File: config.mk
export PLATFORM = sky130hd
export DESIGN_NAME = comma_align_ctrl
export DESIGN_NICKNAME = d
export VERILOG_FILES = /design/src/rtl/comma_align_pkg.sv /design/src/rtl/comma_align_ctrl_sync_2ff.sv /design/src/rtl/comma_align_ctrl.sv
export SDC_FILE = /design/constraint.sdc
export NUM_CORES = 1
export LEC_CHECK = 0
export ABC_CLOCK_PERIOD_IN_PS = 3180
export CAP_MARGIN = 20
export CORE_MARGIN = 3
export CORE_UTILIZATION = 40
export DETAILED_ROUTE_END_ITERATION = 12
export PLACE_DENSITY = 0.63
export SLEW_MARGIN = 0
export SYNTH_ARGS = -nofsm -noshare
export SYNTH_HDL_FRONTEND = slang
export SYNTH_SLANG_ARGS = --single-unit
export TNS_END_PERCENT = 50
File: constraint.sdc
create_clock -name clk -period 3.18 [get_ports clk]
set_clock_uncertainty 0.2 [all_clocks]
set_input_delay 0.318 -clock clk [delete_from_list [all_inputs] [get_ports clk]]
set_output_delay 0.318 -clock clk [all_outputs]
set_load 0.02 [all_outputs]
File: src/rtl/comma_align_pkg.sv
// Shared types and sizing helpers for the comma alignment controller.
package comma_align_pkg;

   typedef enum logic [1:0] {
      IDLE   = 2'd0,
      SEARCH = 2'd1,
      LOCKED = 2'd2
   } state_t;

   localparam int SAT_W = 8;

   // Width for a counter that must hold values 0..bound.
   function automatic int cnt_w(input int bound);
      return (bound < 2) ? 1 : $clog2(bound + 1);
   endfunction

   // Width for a counter that runs 0..bound-1 (modulo bound).
   function automatic int mod_w(input int bound);
      return (bound < 2) ? 1 : $clog2(bound);
   endfunction

endpackage

File: src/rtl/comma_align_ctrl_sync_2ff.sv
// Generic two-flop synchroniser with asynchronous active-low reset.
module sync_2ff #(
   parameter int WIDTH = 1
) (
   input  logic             clk,
   input  logic             resetn,
   input  logic [WIDTH-1:0] d,
   output logic [WIDTH-1:0] q
);

   logic [WIDTH-1:0] meta;

   always_ff @(posedge clk or negedge resetn) begin
      if (!resetn) begin
         meta <= '0;
         q    <= '0;
      end else begin
         meta <= d;
         q    <= meta;
      end
   end

endmodule

File: src/rtl/comma_align_ctrl.sv
// Drives rxcommaalignen for one 1000BASE-X GT lane: enabled while searching,
// dropped after a run of aligned commas, re-armed on comma loss or error bursts.
module comma_align_ctrl
   import comma_align_pkg::*;
#(
   parameter int LOCK_CNT     = 4,
   parameter int LOSS_TIMEOUT = 1024,
   parameter int ERR_THRESH   = 4,
   parameter int ERR_WINDOW   = 256
) (
   input  logic             clk,
   input  logic             resetn,
   input  logic             gt_ready,
   input  logic             rxbyteisaligned,
   input  logic             rxcommadet,
   input  logic [1:0]       rxdisperr,
   input  logic [1:0]       rxnotintable,
   output logic             rxcommaalignen_out,
   output logic             aligned,
   output logic [SAT_W-1:0] realign_count
);

   localparam int LOCK_W = cnt_w(LOCK_CNT);
   localparam int LOSS_W = mod_w(LOSS_TIMEOUT);
   localparam int ERR_W  = cnt_w(ERR_THRESH);
   localparam int WIN_W  = mod_w(ERR_WINDOW);

   localparam logic [LOCK_W-1:0] LOCK_LAST = LOCK_W'(LOCK_CNT - 1);
   localparam logic [LOSS_W-1:0] LOSS_LAST = LOSS_W'(LOSS_TIMEOUT - 1);
   localparam logic [ERR_W-1:0]  ERR_LAST  = ERR_W'(ERR_THRESH - 1);
   localparam logic [WIN_W-1:0]  WIN_LAST  = WIN_W'(ERR_WINDOW - 1);

   logic              gt_ready_s;
   state_t            state, state_nxt;
   logic [LOCK_W-1:0] lock_cnt, lock_nxt;
   logic [LOSS_W-1:0] loss_cnt, loss_nxt;
   logic [ERR_W-1:0]  err_cnt, err_nxt, err_base;
   logic [WIN_W-1:0]  win_cnt, win_nxt;
   logic [SAT_W-1:0]  count_nxt;
   logic              err_any, err_hit, loss_hit;

   sync_2ff #(.WIDTH(1)) u_sync_ready (
      .clk    (clk),
      .resetn (resetn),
      .d      (gt_ready),
      .q      (gt_ready_s)
   );

   assign rxcommaalignen_out = (state == SEARCH);
   assign aligned            = (state == LOCKED);

   // The error window restarts on the wrap cycle, so an error there counts as the first.
   assign err_any  = |(rxdisperr | rxnotintable);
   assign err_base = (win_cnt == WIN_LAST) ? '0 : err_cnt;
   assign err_hit  = err_any && (err_base == ERR_LAST);
   assign loss_hit = !rxcommadet && (loss_cnt == LOSS_LAST);

   always_comb begin
      state_nxt = state;
      lock_nxt  = lock_cnt;
      loss_nxt  = loss_cnt;
      err_nxt   = err_cnt;
      win_nxt   = win_cnt;
      count_nxt = realign_count;
      if (!gt_ready_s) begin
         state_nxt = IDLE;
         lock_nxt  = '0;
         loss_nxt  = '0;
         err_nxt   = '0;
         win_nxt   = '0;
      end else begin
         case (state)
            IDLE: begin
               state_nxt = SEARCH;
               lock_nxt  = '0;
               loss_nxt  = '0;
               err_nxt   = '0;
               win_nxt   = '0;
            end
            SEARCH: begin
               if (!rxbyteisaligned) begin
                  lock_nxt = '0;
               end else if (rxcommadet) begin
                  if (lock_cnt == LOCK_LAST) begin
                     state_nxt = LOCKED;
                     lock_nxt  = '0;
                     loss_nxt  = '0;
                     err_nxt   = '0;
                     win_nxt   = '0;
                  end else begin
                     lock_nxt = lock_cnt + 1'b1;
                  end
               end
            end
            LOCKED: begin
               win_nxt  = win_cnt + 1'b1;
               loss_nxt = rxcommadet ? '0 : loss_cnt + 1'b1;
               err_nxt  = err_base + ERR_W'(err_any);
               // Timeout and error burst in the same cycle are a single realign.
               if (loss_hit || err_hit) begin
                  state_nxt = SEARCH;
                  lock_nxt  = '0;
                  loss_nxt  = '0;
                  err_nxt   = '0;
                  win_nxt   = '0;
                  if (realign_count != '1) begin
                     count_nxt = realign_count + 1'b1;
                  end
               end
            end
            default: state_nxt = IDLE;
         endcase
      end
   end

   always_ff @(posedge clk or negedge resetn) begin
      if (!resetn) begin
         state         <= IDLE;
         lock_cnt      <= '0;
         loss_cnt      <= '0;
         err_cnt       <= '0;
         win_cnt       <= '0;
         realign_count <= '0;
      end else begin
         state         <= state_nxt;
         lock_cnt      <= lock_nxt;
         loss_cnt      <= loss_nxt;
         err_cnt       <= err_nxt;
         win_cnt       <= win_nxt;
         realign_count <= count_nxt;
      end
   end

endmodule

==> results.tsv, run 1 <==
metric	value	unit
CP Cell Sequence	clkdlybuf4s50_1 -> or4_4 -> and3b_4 -> a211oi_2 -> nand2_2 -> o311ai_2	
Total GRT Usage	15.7	%
P_leak	1.03	nW
cells after synthesis	198	
Worst setup SP type	input pin	
filler instances	454	
core area	4790	um2
vias per inst	5.42	
final setup vio count	0	
max_cap viols	0	
global-route wire length before repair	7410	um
status	finished, final reports clean	
DRT iter0 DRCs	78	
ant diodes	0	
HP Class	reg -> reg	
worst reg2reg setup slack	810	ps
Main synth FF type	dfrtp_1	
dpl ws	435	ps
number of global-route vias before repair	1558	
CP Capture Type	flip-flop	
PnR worst setup slack	758	ps
row count	25	
Die X	77.0	um
IO Pins	19	
Pins Over Slew Limit	0	
Post-synth EDFFs	0	
Num CTS Buffers	5	
via count	1584	
Root Buffer	clkbuf_8	
CTS Buffer Depth	2	
routability cong.	0.765	
clk_lat worst skew	290	ps
Remaining Overflow, GRT	0	
clock sinks	36	
Final nets	243	
Rel. slew slack	45.5	%
final wirelength	4070	um
CP max stage cell	or4_4	
Yosys reg bits	36	
Setup Buffers After CTS	0	
FMAX	413	MHz
Starting Density	42.1	%
min Tclk post-route	2420	ps
cell family with most CP delay	simple AND/OR/NAND/NOR gates	
mapped cell area	2010	um2
Yosys Warn Count	0	
hold_buf cts	1	
CTS tree	done	
Die H	77.0	um
Placed Area	2280	um2
mean area per synthesized cell	10.2	um2
Final Instance Area	2420	um2
DR DRC count	0	
leading post-synthesis cells by cell area	dfrtp_1, nand3_1, ha_1	
CTS HTree Levels	2	
post-CTS resize count	0	
final hold vios	0	
syn nets	217	
DRT antenna net count	0	
DRT Pass-1 Iters	4	
VDD IR-drop max	369	uV
power density over cell area	527	nW/um2
Worst-Margin Slew	818	ps
largest net degree at the start of global routing	37	
Distinct cells, synth	46	
initial antenna violation count	0	
Port-buffer cells	18	
share of the synthesized area in the top cell type	44.7	%
CP max FO	6	
Pwr Total	0.00128	W
die area	5920	um2
Worst-path clk slew	80	ps
WP data required	3170	ps
CP peak stage delay	540	ps
layout cells sized above 1	14.2	%
Final Cycle Share	76.1	%
Synth-to-Final Area Change	20.1	%
RSZ-0062 raised after global routing	no	
WP data arrival	2410	ps
post-DP HPWL	2860	um
critical path buffer and inverter count	1	
sequential-to-total area share from yosys stat	44.7	%
Routed WL per cell	13.9	um
ys async rst share	100	%
largest area contributor in the netlist	dfrtp_1	
crit path kind	in -> reg	
total negative slack	0	ps
## per-stage QoR
stage          std cells  util [%]  hold WS, ps
6_report             292      50.6          155
5_1_grt              292      50.6          164
4_1_cts              292      50.6          160
3_5_place_dp         283      47.7          143
3_3_place_gp         283      47.7          140
2_1_floorplan        198         -         -178
## cells in the final DEF, fill, tap and decap left out, drive strengths merged, types with 3 or more instances in the layout
master,synthesis,routed
a21oi,6,6
nor3,4,4
o21ai,7,7
nand2,33,33
buf,2,5
o311ai,10,10
a2111oi,3,3
xor2,7,7
nor3b,4,4
clkdlybuf4s50,0,17
clkbuf,2,7
nor2,6,6
dfrtp,36,36
and3,4,4
ha,10,10
inv,6,6
nand4,3,3
nand3,27,27
nor4,3,3
## synthesized netlist by cell type, types with 2 or more instances
cell type / number
a2111oi_0: 2
a211o_1: 2
a21oi_1: 5
a22o_1: 2
and3_1: 4
clkbuf_1: 2
dfrtp_1: 36
ha_1: 10
inv_1: 6
nand2_1: 31
nand2_2: 2
nand2b_1: 2
nand3_1: 26
nand4_1: 3
nor2_1: 6
nor3_1: 4
nor3b_1: 4
nor4_1: 2
o21ai_0: 7
o2bb2ai_1: 2
o311ai_1: 4
o311ai_2: 6
xor2_1: 7
## layer usage
layer  share of wire (%)  vias to the layer above  track usage [%]
li1                    -                      786                -
met1                  49                      762             21.2
met2                  46                       29             23.8
met3                 3.4                        7             3.64
met4                 1.9                        0             7.07
met5                   0                        -                0
## layout make-up
| type | count | area [um2] | share of cell area, % |
|---|---|---|---|
| timing repair buffer | 23 | 215 | 8.89 |
| tap | 67 | 83.8 | 3.46 |
| multi-input combinational | 152 | 1070 | 44.3 |
| inverter | 6 | 22.5 | 0.931 |
| clock inverter | 1 | 30.0 | 1.24 |
| sequential | 36 | 901 | 37.2 |
| clock buffer | 7 | 96.3 | 3.98 |
## sequential cells by signal (all words and copies together), names as in the netlist
register / cells
loss_cnt: 10
realign_count: 8
win_cnt: 8
err_cnt: 3
lock_cnt: 3
state: 2
u_sync_ready.meta: 1
u_sync_ready.q: 1
## path summary, 6_finish.rpt
path,start,to,depth (start not counted)
worst min register to register,u_sync_ready.meta$_DFF_PN0_,u_sync_ready.q$_DFF_PN0_,0
worst max-delay path,rxnotintable[0],win_cnt[7]$_DFFE_PN0P_,6
min in group asynchronous,resetn,win_cnt[3]$_DFFE_PN0P_,2
worst min-delay path,u_sync_ready.meta$_DFF_PN0_,u_sync_ready.q$_DFF_PN0_,0
worst max register to register,state[0]$_DFFE_PN0P_,err_cnt[2]$_DFFE_PN0P_,8
max in group asynchronous,resetn,win_cnt[6]$_DFFE_PN0P_,2
## cell families after synthesis
logic type               after synthesis  synth area share (%)
adder cells (fa/ha/maj)               10                  6.21
multiplexers                           1                 0.559
buffers and inverters                 10                  2.11
AND/OR/NAND/NOR                       95                  25.5
XOR/XNOR                               8                  3.48
AO/OA/AOI/OAI                         38                  17.4
flip-flops                            36                  44.7
## report_power, final
group          internal [W]  leakage (nW)  switching [W]
clock              0.000277        0.0645       0.000169
combinational      0.000118         0.478       0.000207
sequential         0.000482         0.484      0.0000236
total              0.000876          1.03       0.000399
(Power assumes the default switching activity.)
==> run 2, diff against run 1 <==
--- a/config.mk
+++ b/config.mk
@@ -5,7 +5,7 @@
 export SDC_FILE = /design/constraint.sdc
 export NUM_CORES = 1
 export LEC_CHECK = 0
-export ABC_CLOCK_PERIOD_IN_PS = 3180
+export ABC_CLOCK_PERIOD_IN_PS = 2400
 export CAP_MARGIN = 20
 export CORE_MARGIN = 3
 export CORE_UTILIZATION = 40
==> constraint.sdc (replaced) <==
create_clock -name clk -period 2.4 [get_ports clk]
set_clock_uncertainty 0.2 [all_clocks]
set_input_delay 0.24 -clock clk [delete_from_list [all_inputs] [get_ports clk]]
set_output_delay 0.24 -clock clk [all_outputs]
set_load 0.02 [all_outputs]
==> run 2 against run 1 <==
Effect of this change:
- first-iteration DRC count decreased by 7.7%
- non-clock buffer count increased by 12
- critical path depth up 1
- register-to-register slack worse by 710 ps
- final area is 5.4% higher
- combinational power is 54% higher
- via count grew 3.8%
- utilization increased by 2.7 points
==> results.tsv, run 2 (synthesized netlist as in run 1, its figures left out) <==
metric	value	unit
initial antenna violation count	0	
Worst-path clk slew	80	ps
worst hold endpoint	u_sync_ready.q$_DFF_PN0_	
Critical R2R Capture	loss_cnt[5]$_DFFE_PN0P_	
die area	5920	um2
Most flops, register	loss_cnt	
clk_lat worst skew	290	ps
register area	901	um2
clock sinks	36	
power density over cell area	635	nW/um2
CTS HTree Levels	2	
worst r2r src	win_cnt[0]$_DFFE_PN0P_	
most frequent cells in the layout	dfrtp_1, nand2_1, nand3_1	
vias per inst	5.41	
Reg power frac	41.4	%
PnR worst setup slack	98.5	ps
Total GRT Usage	15.9	%
via count	1644	
NetSw	0.000545	W
HP Class	reg -> reg	
DRT iter0 DRCs	72	
status	finished, final reports clean	
ant diodes	0	
Remaining Overflow, GRT	0	
most common cell after layout, fill and taps aside	dfrtp_1	
filler instances	435	
WP data required	2390	ps
crit path kind	reg -> reg	
P_leak	1.09	nW
multi-input logic area	1130	um2
Worst setup SP type	flip-flop	
largest net degree at the start of global routing	37	
Port-buffer cells	18	
Worst-Margin Slew	798	ps
Synth-to-Final Area Change	26.6	%
Root Buffer	clkbuf_8	
global-route wire length before repair	7680	um
final wirelength	4280	um
CP max FO	8	
core area	4790	um2
dpl ws	-259	ps
max reg flops	10	
Rel. slew slack	46.8	%
number of global-route vias before repair	1673	
hold_sp	u_sync_ready.meta$_DFF_PN0_	
Placed Area	2380	um2
WP data arrival	2290	ps
Starting Density	42.1	%
Die H	77.0	um
DRT Pass-1 Iters	4	
Num CTS Buffers	5	
min Tclk post-route	2300	ps
final setup vio count	0	
largest registers	loss_cnt (10), realign_count (8), win_cnt (8)	
DRT antenna net count	0	
layout cells sized above 1	21.1	%
post-DP HPWL	2940	um
IO Pins	19	
FMAX	434	MHz
Final Instance Area	2550	um2
routability cong.	0.778	
CTS tree	done	
row count	25	
worst reg2reg setup slack	100	ps
Reg2Reg Depth	7	
CTS Buffer Depth	2	
Final nets	255	
Internal Power	0.00108	W
Routed WL per cell	14.1	um
VDD IR-drop max	389	uV
CP Capture Type	flip-flop	
Comb power frac	30.9	%
switch share	33.6	%
Final Cycle Share	95.9	%
clock network power share	27.7	%
Hold Path Depth	0	
Pins Over Slew Limit	0	
max_cap viols	0	
Die X	77.0	um
DR DRC count	0	
final hold vios	0	
run 2: cell count changes in the layout (fill, tap and decap cells not counted), moves of 2 or more:
| cell | change |
|---|---|
| buf_4 | +10 |
| clkinv_2 | +2 |
| o311ai_1 | -4 |
| o311ai_2 | +3 |
run 2: stage by stage:
step	util, %	hold WS [ps]	setup TNS (ps)	cells	power [W]
floorplan	-	-256	0	198	0.000953
global placement	49.7	142	-1740	294	0.00117
detailed placement	49.7	146	-2590	294	0.00117
CTS	51.8	162	0	303	0.00163
global route	53.3	180	-12.2	304	0.00173
finish	53.3	161	0	304	0.00162
run 2: final cells by class:
| class | instances | area share (%) |
|---|---|---|
| Clock inverter | 2 | 0.392 |
| Inverter | 6 | 0.883 |
| Multi-Input combinational cell | 152 | 44.3 |
| Tap cell | 67 | 3.29 |
| Sequential cell | 36 | 35.3 |
| Clock buffer | 6 | 3.24 |
| Timing Repair Buffer | 35 | 12.6 |
run 2: worst max-delay path by stage:
stage                            from                      end
2_1_floorplan    state[0]$_DFFE_PN0P_   win_cnt[4]$_DFFE_PN0P_
3_3_place_gp          rxnotintable[0]  loss_cnt[7]$_DFFE_PN0P_
3_5_place_dp          rxnotintable[0]  loss_cnt[6]$_DFFE_PN0P_
4_1_cts        win_cnt[0]$_DFFE_PN0P_  loss_cnt[2]$_DFFE_PN0P_
5_1_grt        win_cnt[0]$_DFFE_PN0P_  loss_cnt[5]$_DFFE_PN0P_
6_report       win_cnt[0]$_DFFE_PN0P_  loss_cnt[5]$_DFFE_PN0P_
run 2: critical path, cell delays in order (launching register included):
cell       delay (ps)
dfrtp_1           420
ha_4              170
nand3_1           100
o21a_2            240
buf_4             150
a2111oi_4         460
nand2_4           180
o311ai_4          290
run 2: power by group through the flow:
stage | clock, W | combinational (W) | sequential (W)
5_1_grt | 0.000493 | 0.000562 | 0.000680
6_report | 0.000448 | 0.000501 | 0.000672
2_1_floorplan | 0 | 0.000272 | 0.000680
3_3_place_gp | 0 | 0.000488 | 0.000681
4_1_cts | 0.000464 | 0.000495 | 0.000670
3_5_place_dp | 0 | 0.000491 | 0.000681
run 2: per-layer routing:
metal	part of all wire [%]	GRT usage (%)	up-vias
li1	-	-	812
met1	48	21.7	795
met2	47	25.0	29
met3	2.9	3.52	8
met4	1.6	4.89	0
met5	0	0	-
run 2: repair_timing:
| item | 4_1_cts | 5_1_grt |
|---|---|---|
| hold buffers | 1 | 0 |
| endpoints found under the hold margin | 36 | 0 |
| buffers inserted | 0 | 1 |
| setup endpoints to repair | 0 | 8 |
| resized for setup | 0 | 10 |
